==> config.mk <==
export PLATFORM = sky130hd
export DESIGN_NAME = score_display_driver
export DESIGN_NICKNAME = d
export VERILOG_FILES = /design/src/rtl/score_display_driver.sv
export SDC_FILE = /design/constraint.sdc
export NUM_CORES = 1
export LEC_CHECK = 0
export ABC_AREA = 1
export CORE_ASPECT_RATIO = 0.5
export CORE_UTILIZATION = 55
export DETAILED_ROUTE_END_ITERATION = 8
export GPL_ROUTABILITY_DRIVEN = 0
export PLACE_DENSITY = 0.79
export SKIP_LAST_GASP = 1
export SYNTH_ARGS = -nofsm -noshare
export SYNTH_HDL_FRONTEND = slang
export SYNTH_SLANG_ARGS = --single-unit
==> constraint.sdc <==
create_clock -name clk -period 2.6 [get_ports clk]
set_input_delay 0.26 -clock clk [delete_from_list [all_inputs] [get_ports clk]]
set_output_delay 0.26 -clock clk [all_outputs]
set_load 0.05 [all_outputs]
==> src/rtl/score_display_driver.sv <==
// Three-digit multiplexed 7-segment score driver with game-over blinking.
// Define SCORE_DISP_LZB_EN to compile in leading-zero blanking.
module score_display_driver #(
  parameter int SCAN_DIV  = 1000,
  parameter int BLINK_DIV = 250
) (
  input  logic       clk,
  input  logic       nRst,
  input  logic [3:0] bcd_ones_i,
  input  logic [3:0] bcd_tens_i,
  input  logic [3:0] bcd_hundreds_i,
  input  logic       load_i,
  input  logic       game_over_i,
  output logic [6:0] seg_o,
  output logic [2:0] an_o,
  output logic       bcd_err_o
);

  localparam int PW = (SCAN_DIV > 1) ? $clog2(SCAN_DIV) : 1;
  localparam int BW = (BLINK_DIV > 1) ? $clog2(BLINK_DIV) : 1;

  logic [3:0]    ones_q, tens_q, hund_q;
  logic [PW-1:0] presc_q;
  logic [1:0]    idx_q;
  logic [BW-1:0] blink_q;
  logic          phase_q;
  logic [6:0]    seg_q, seg_d;
  logic [2:0]    an_q, an_d;
  logic          err_q;

  logic          tick, blink_wrap, lzb_blank, show;
  logic [3:0]    digit;
  logic [2:0]    an_sel;

  assign tick       = (presc_q == PW'(SCAN_DIV - 1));
  assign blink_wrap = (blink_q == BW'(BLINK_DIV - 1));

  function automatic logic [6:0] dec7(input logic [3:0] v);
    case (v)
      4'd0:    dec7 = 7'h3F;
      4'd1:    dec7 = 7'h06;
      4'd2:    dec7 = 7'h5B;
      4'd3:    dec7 = 7'h4F;
      4'd4:    dec7 = 7'h66;
      4'd5:    dec7 = 7'h6D;
      4'd6:    dec7 = 7'h7D;
      4'd7:    dec7 = 7'h07;
      4'd8:    dec7 = 7'h7F;
      4'd9:    dec7 = 7'h6F;
      default: dec7 = 7'h40;
    endcase
  endfunction

  always_comb begin
    digit     = ones_q;
    an_sel    = 3'b001;
    lzb_blank = 1'b0;
    case (idx_q)
      2'd1:    begin digit = tens_q; an_sel = 3'b010; end
      2'd2:    begin digit = hund_q; an_sel = 3'b100; end
      default: begin digit = ones_q; an_sel = 3'b001; end
    endcase
`ifdef SCORE_DISP_LZB_EN
    // A zero is never a dash, so testing for zero keeps dash digits visible.
    if (idx_q == 2'd2 && hund_q == 4'd0)                    lzb_blank = 1'b1;
    if (idx_q == 2'd1 && hund_q == 4'd0 && tens_q == 4'd0) lzb_blank = 1'b1;
`endif
    // Dropping game_over lights the display on the very next edge.
    show  = (phase_q | ~game_over_i) & ~lzb_blank;
    seg_d = show ? dec7(digit) : 7'h00;
    an_d  = show ? an_sel : 3'b000;
  end

  always_ff @(posedge clk or negedge nRst) begin
    if (!nRst) begin
      ones_q  <= '0;
      tens_q  <= '0;
      hund_q  <= '0;
      presc_q <= '0;
      idx_q   <= '0;
      blink_q <= '0;
      phase_q <= 1'b1;
      seg_q   <= '0;
      an_q    <= '0;
      err_q   <= 1'b0;
    end else begin
      if (load_i) begin
        ones_q <= bcd_ones_i;
        tens_q <= bcd_tens_i;
        hund_q <= bcd_hundreds_i;
        if (bcd_ones_i > 4'd9 || bcd_tens_i > 4'd9 || bcd_hundreds_i > 4'd9)
          err_q <= 1'b1;
      end
      presc_q <= tick ? '0 : presc_q + PW'(1);
      if (tick) idx_q <= (idx_q == 2'd2) ? 2'd0 : idx_q + 2'd1;
      if (!game_over_i) begin
        blink_q <= '0;
        phase_q <= 1'b1;
      end else if (tick) begin
        if (blink_wrap) begin
          blink_q <= '0;
          phase_q <= ~phase_q;
        end else begin
          blink_q <= blink_q + BW'(1);
        end
      end
      seg_q <= seg_d;
      an_q  <= an_d;
    end
  end

  assign seg_o     = seg_q;
  assign an_o      = an_q;
  assign bcd_err_o = err_q;

endmodule

==> out/results.ini, run 1 <==
[layout]
nFillCells=316
seqCellArea_um2=1100
instances_no_fill=347
multi_input_area_um2=1020
drive_above_1_share_pct=8.53
area_delta_synth_final_pct=17.3
nets=321
antenna_cells=0

[yosys]
synth-seq-cells=44
syn_area_um2=2250
yosys.area.top_type=dfrtp_1
ys_warn_count=0
synth_area_leaders=dfrtp_1 48%, nand2_1 10%, ha_1 7.2%, nor2_1 6.3%, inv_1 5.0%
syn_inst=262
synth_top_area_share_pct=47.7
ys_seq_area_share_pct=48.9
synth_nets=291
yosysUniqueCellTypes=25
syn-mean-instance-area_um2=8.61

[timing]
slew_violations=0
final_hold_viol_count=0
rsz0062_at_grt=no
finalSetupTns_ns=0
fmaxAchievable_mhz=432
skew_ns=0.00457
min_period_ns=2.32
holdWs_ns=0.123
maxSlewHeadroom_pct=35.5
fin_crit_sh_pct=89.1
setup_ws_ns=0.284
finalSetupViolations=0
worst_slew_pin_slew_ns=0.968

[die]
core_area_um2=3920
rows=16
dieWidth_um=92.5
die-area_um2=4380
io_pins=27
start_util_pct=57.5
die_h_um=47.3

[setup_path]
required_ns=2.82
crit_fanout=6
rrSetupSlack_ns=0.28
critPathLaunchType=flop
cp-end-kind=flop
crit_type=flop to flop
worstPathArrival_ns=2.54

[clock_tree]
root_buffer=clkbuf_8
holdBufCountCts=0
cts_tree=built
clock_latency_ns=0.29
cts_buffers=5
cts_htree_levels=2
clock-sinks=44
post_cts_buffers=0
cts-resized-gates=0
path_clk_slew_ns=0.08
cts_buffer_depth=2

[pwr]
ir_drop_mv=0.371
powerDensity_nw_per_um2=543
power.total_uw=1440
power_leakage_uw=0.00126

[routing]
antenna_left=0
first_iter_violations=70
vias_per_cell=5.18
vias=1796
wl_per_cell_um=13.1
drt-pass1-iter-count=4
drcViolationCount=0
wl_um=4540

[placed_design]
hpwl_um=3250
dp.cells=339
preCtsSetupSlack_ns=0.318
io_buffers=26

[global_routing]
antenna_found_initial=0
grt_pass1_vias=1565
grt_use_total_pct=21.4
grt_max_degree=45
grt_overflow=0
grt_pass1_wl_um=6990

[outcome]
status=finished, final reports clean

[job]
drv_cap=0

[min_path]
hp-class=input port to async pin

## report_power, final
part	leakage (uW)	switching (uW)	internal, uW
combinational	0.000664	159	91.5
clock	0.0000455	223	217
sequential	0.000548	20.1	726
total	0.00126	402	1030
## layout by cell type (no fill, tap or decap)
cell type	instances
nand4_1	2
inv_1	30
clkdlybuf4s50_1	25
nand3_1	16
buf_2	1
nand2_2	2
clkbuf_8	6
dfstp_2	1
nor2_1	38
o21ai_1	1
a21oi_1	6
a31oi_1	1
nand2_1	60
and2_1	1
nor2_2	1
mux2_2	10
nand3_2	1
o21ai_0	15
clkbuf_1	2
a21oi_2	2
a21o_1	1
nor3_1	8
ha_1	13
dfrtp_1	43
nand2_4	1
xor2_1	6
## per-layer routing
layer	up-vias	wire length (um)	global-route usage, %
met5	-	0	0
met4	0	57	6.88
met3	10	248	4.85
met2	54	1980	34.4
met1	840	2260	29.7
li1	892	-	-
## critical path, stage by stage, from the launching register on
cell and delay (ns):
dfrtp_1 0.39, inv_1 0.11, ha_1 0.40, inv_1 0.11
o21ai_0 0.51, inv_1 0.14, ha_1 0.24, o21ai_0 0.18
nor2_1 0.06, nor2_1 0.10
## synthesized netlist by cell type (all sizes together)
| cell | count |
|---|---|
| clkbuf | 1 |
| nand2 | 63 |
| mux2 | 10 |
| buf | 2 |
| ha | 13 |
| nand4 | 2 |
| inv | 30 |
| dfstp | 1 |
| dfrtp | 43 |
| a21o | 1 |
| nand3 | 17 |
| and2 | 1 |
| a21oi | 8 |
| nor3 | 8 |
| nor2 | 39 |
| xor2 | 6 |
| a31oi | 1 |
| o21ai | 16 |
## layout make-up
class / count / area share (%)
tap: 54 / 2.56
timing repair buffer: 26 / 9.65
sequential: 44 / 41.7
inverter: 30 / 4.26
clock buffer: 8 / 3.41
multi-input combinational: 185 / 38.4
## kinds of logic (layout without fill, tap and decap cells)
logic type	after synthesis	after routing	share of synthesized area, %
AO/OA/AOI/OAI	26	26	6.27
buffers and inverters	33	64	6.05
AND/OR/NAND/NOR	130	130	24.3
flip-flops	44	44	48.9
multiplexers	10	10	4.99
adder cells (fa/ha/maj)	13	13	7.21
XOR/XNOR	6	6	2.33
## state kept, by name, summed over array words and instances, names as in the netlist
register	cells
an_o	3
bcd_err_o	1
blink_q	8
hund_q	4
idx_q	2
ones_q	4
phase_q	1
presc_q	10
seg_o	7
tens_q	4
## final timing paths
path                       startpoint         end  cells after the start
max                          idx_q[0]    seg_o[5]                      9
min                              nRst  presc_q[4]                      1
max reg2reg                  idx_q[0]    seg_o[5]                      9
min reg2reg                 bcd_err_o   bcd_err_o                      1
max in group asynchronous        nRst     an_o[2]                      1
min in group clk            bcd_err_o   bcd_err_o                      1
## through the flow
step | utilization (%) | area, um2
final | 67.4 | 2640
after CTS | 67.4 | 2640
after global placement | 65.1 | 2550
after floorplan | - | 2250
after global routing | 67.4 | 2640
after detailed placement | 65.1 | 2550
Note: power is estimated with default switching activity, not from simulation.
==> run 2, diff against run 1 <==
--- a/config.mk
+++ b/config.mk
@@ -8,6 +8,7 @@
 export ABC_AREA = 1
 export CORE_ASPECT_RATIO = 0.5
 export CORE_UTILIZATION = 55
+export CTS_CLUSTER_DIAMETER = 150
 export DETAILED_ROUTE_END_ITERATION = 8
 export GPL_ROUTABILITY_DRIVEN = 0
 export PLACE_DENSITY = 0.79
==> results of run 2 <==
No change in the layout: final DEF, timing and power equal those of run 1.
==> run 3, diff against run 2 <==
--- a/config.mk
+++ b/config.mk
@@ -7,11 +7,14 @@
 export LEC_CHECK = 0
 export ABC_AREA = 1
 export CORE_ASPECT_RATIO = 0.5
-export CORE_UTILIZATION = 55
+export CORE_MARGIN = 2
+export CORE_UTILIZATION = 60
 export CTS_CLUSTER_DIAMETER = 150
 export DETAILED_ROUTE_END_ITERATION = 8
+export DONT_BUFFER_PORTS = 1
 export GPL_ROUTABILITY_DRIVEN = 0
-export PLACE_DENSITY = 0.79
+export HOLD_SLACK_MARGIN = 0.15
+export PLACE_DENSITY = 0.76
 export SKIP_LAST_GASP = 1
 export SYNTH_ARGS = -nofsm -noshare
 export SYNTH_HDL_FRONTEND = slang
==> out/results.ini, run 3 (synthesis gave the netlist of run 1 again) <==
[timing]
min_period_ns=2.29  ; -0.0306 ns
holdWs_ns=0.200  ; +0.0776 ns
slew_violations=0  ; unchanged
setup_ws_ns=0.315  ; +0.0306 ns
final_hold_viol_count=0  ; unchanged
worst_slew_pin_slew_ns=0.635  ; -0.333 ns
skew_ns=0.00727  ; +0.00270 ns
finalSetupTns_ns=0  ; unchanged
fin_crit_sh_pct=87.9  ; -1.2 points
maxSlewHeadroom_pct=57.2  ; +22 points
rsz0062_at_grt=no
fmaxAchievable_mhz=438  ; +1.3%
finalSetupViolations=0  ; unchanged

[job]
drv_cap=0  ; unchanged

[setup_path]
critPathLaunchType=flop
cp-startpoint=idx_q[1]
crit_fanout=6  ; unchanged
cp-end-kind=flop
cpMaxStageDelayCell=o21ai_0
critPathMaxStageDelay_ns=0.53  ; +0.02 ns
worstPathArrival_ns=2.50  ; -0.04 ns
cpMostUsedCell=inv_1
r2r_end=seg_o[5]
reg2reg_depth=9  ; unchanged
worstReg2RegStart=idx_q[1]
worst-path-stages=9  ; unchanged
rrSetupSlack_ns=0.31  ; +0.03 ns
setup.worst_path.end=seg_o[5]
path_cells=inv_1, ha_1, inv_1, o21ai_0, inv_1, ha_1, o21ai_0, nor2_1, nor2_1
crit_family=compound AO/OA/AOI/OAI gates
cp_num_buf_inv=3  ; unchanged
required_ns=2.82  ; about the same
crit_type=flop to flop

[clock_tree]
cts_htree_levels=2  ; unchanged
cts-resized-gates=0  ; unchanged
holdBufCountCts=16  ; +16
cts_buffer_depth=2  ; unchanged
clock_latency_ns=0.29  ; about the same
post_cts_buffers=0  ; unchanged
path_clk_slew_ns=0.08  ; about the same
cts_buffers=5  ; unchanged
root_buffer=clkbuf_8
cts_tree=built
clock-sinks=44  ; unchanged

[layout]
largest_reg_flops=10  ; unchanged
multi_input_area_um2=1020  ; unchanged
seqCellArea_um2=1100  ; unchanged
top_register=presc_q
nets=311  ; -3.1%
finalCoreUtilization_pct=73.0  ; +5.7 points
antenna_cells=0  ; unchanged
area_delta_synth_final_pct=13.7
drive_above_1_share_pct=8.90  ; +0.36 points
nFillCells=258  ; -18%
mostFrequentLayoutCell=nand2_1
layout_common_cells=60 x nand2_1, 43 x dfrtp_1, 38 x nor2_1, 30 x inv_1, 16 x nand3_1

[die]
dieWidth_um=90.7  ; -2.0%
core_area_um2=3510  ; -11%
rows=15  ; -1
start_util_pct=64.2  ; +6.8 points
die_h_um=47.3  ; +0.15%
die-area_um2=4290  ; -1.9%
io_pins=27  ; unchanged

[pwr]
ir_drop_mv=0.371  ; about the same
powerDensity_nw_per_um2=567  ; +4.4%
power_leakage_uw=0.00123  ; -1.9%

[routing]
antenna_left=0  ; unchanged
wl_um=4590  ; +0.99%
wl_met2_um=2080  ; +5.0%
vias_per_cell=5.27  ; +1.9%
first_iter_violations=73  ; +4.3%
route.met3.wl_um=238  ; -4.0%
wl_met1_um=2220  ; -1.9%
vias=1751  ; -2.5%
drt-pass1-iter-count=4  ; unchanged
wl_per_cell_um=13.8  ; +5.6%
top_layer=met4
drcViolationCount=0  ; unchanged

[global_routing]
grt_overflow=0  ; unchanged
grt_pass1_wl_um=7650  ; +9.5%
antenna_found_initial=0  ; unchanged
grt_pass1_vias=1732  ; +11%
grt_max_degree=45  ; unchanged
grt_use_total_pct=23.6  ; +2.2 points

[min_path]
hp-start=game_over_i
hp-class=input port to flop

[placed_design]
hpwl_um=3060  ; -5.9%
preCtsSetupSlack_ns=0.341  ; +0.0232 ns
io_buffers=0  ; -100%

[outcome]
status=finished, final reports clean

run 3: cell count changes in the layout (fill, tap and decap cells not counted):
cell / delta
clkdlybuf4s50_1: -25
clkbuf_1: -2
bufinv_16: +1
clkbuf_8: -1
buf_2: -1
dlygate4sd3_1: +15
buf_12: +1
run 3: worst min-delay path by stage:
stage                      to  depth (start not counted)  slack (ns)
finish                phase_q                          3        0.20
global route          phase_q                          3        0.22
CTS                   phase_q                          3        0.19
detailed placement  tens_q[0]                          0       -0.03
global placement    tens_q[0]                          0       -0.03
floorplan             an_o[0]                          0       -0.04
run 3: power breakdown:
group | switching, uW | internal (uW)
combinational | 78.3 | 58.1
clock | 221 | 276
sequential | 96.0 | 725
total | 395 | 1060
run 3: area by class of cell:
class	instances	area share [%]
clock inverters	1	1.17
multi-input cells	185	39.6
flip-flops and latches	44	43.0
clock buffers	5	2.68
repair buffers	16	6.64
well taps	51	2.49
inverters	30	4.39
run 3: worst min-delay path, stage by stage:
cell,delay (ns)
nand2_1,0.08
nand3_1,0.10
nand2_1,0.05
run 3: per-layer routing:
| metal | vias to the layer above | GRT usage (%) |
|---|---|---|
| met3 | 7 | 6.58 |
| met4 | 0 | 8.31 |
| met2 | 43 | 39.7 |
| li1 | 862 | - |
| met5 | - | 0 |
| met1 | 839 | 30.8 |
run 3: stage by stage:
step | instance area [um2] | power (uW) | std cells
6_report | 2560 | 1450 | 332
3_3_place_gp | 2290 | 925 | 310
5_1_grt | 2560 | 1520 | 332
4_1_cts | 2560 | 1460 | 332
3_5_place_dp | 2290 | 928 | 310
2_1_floorplan | 2250 | 910 | 262
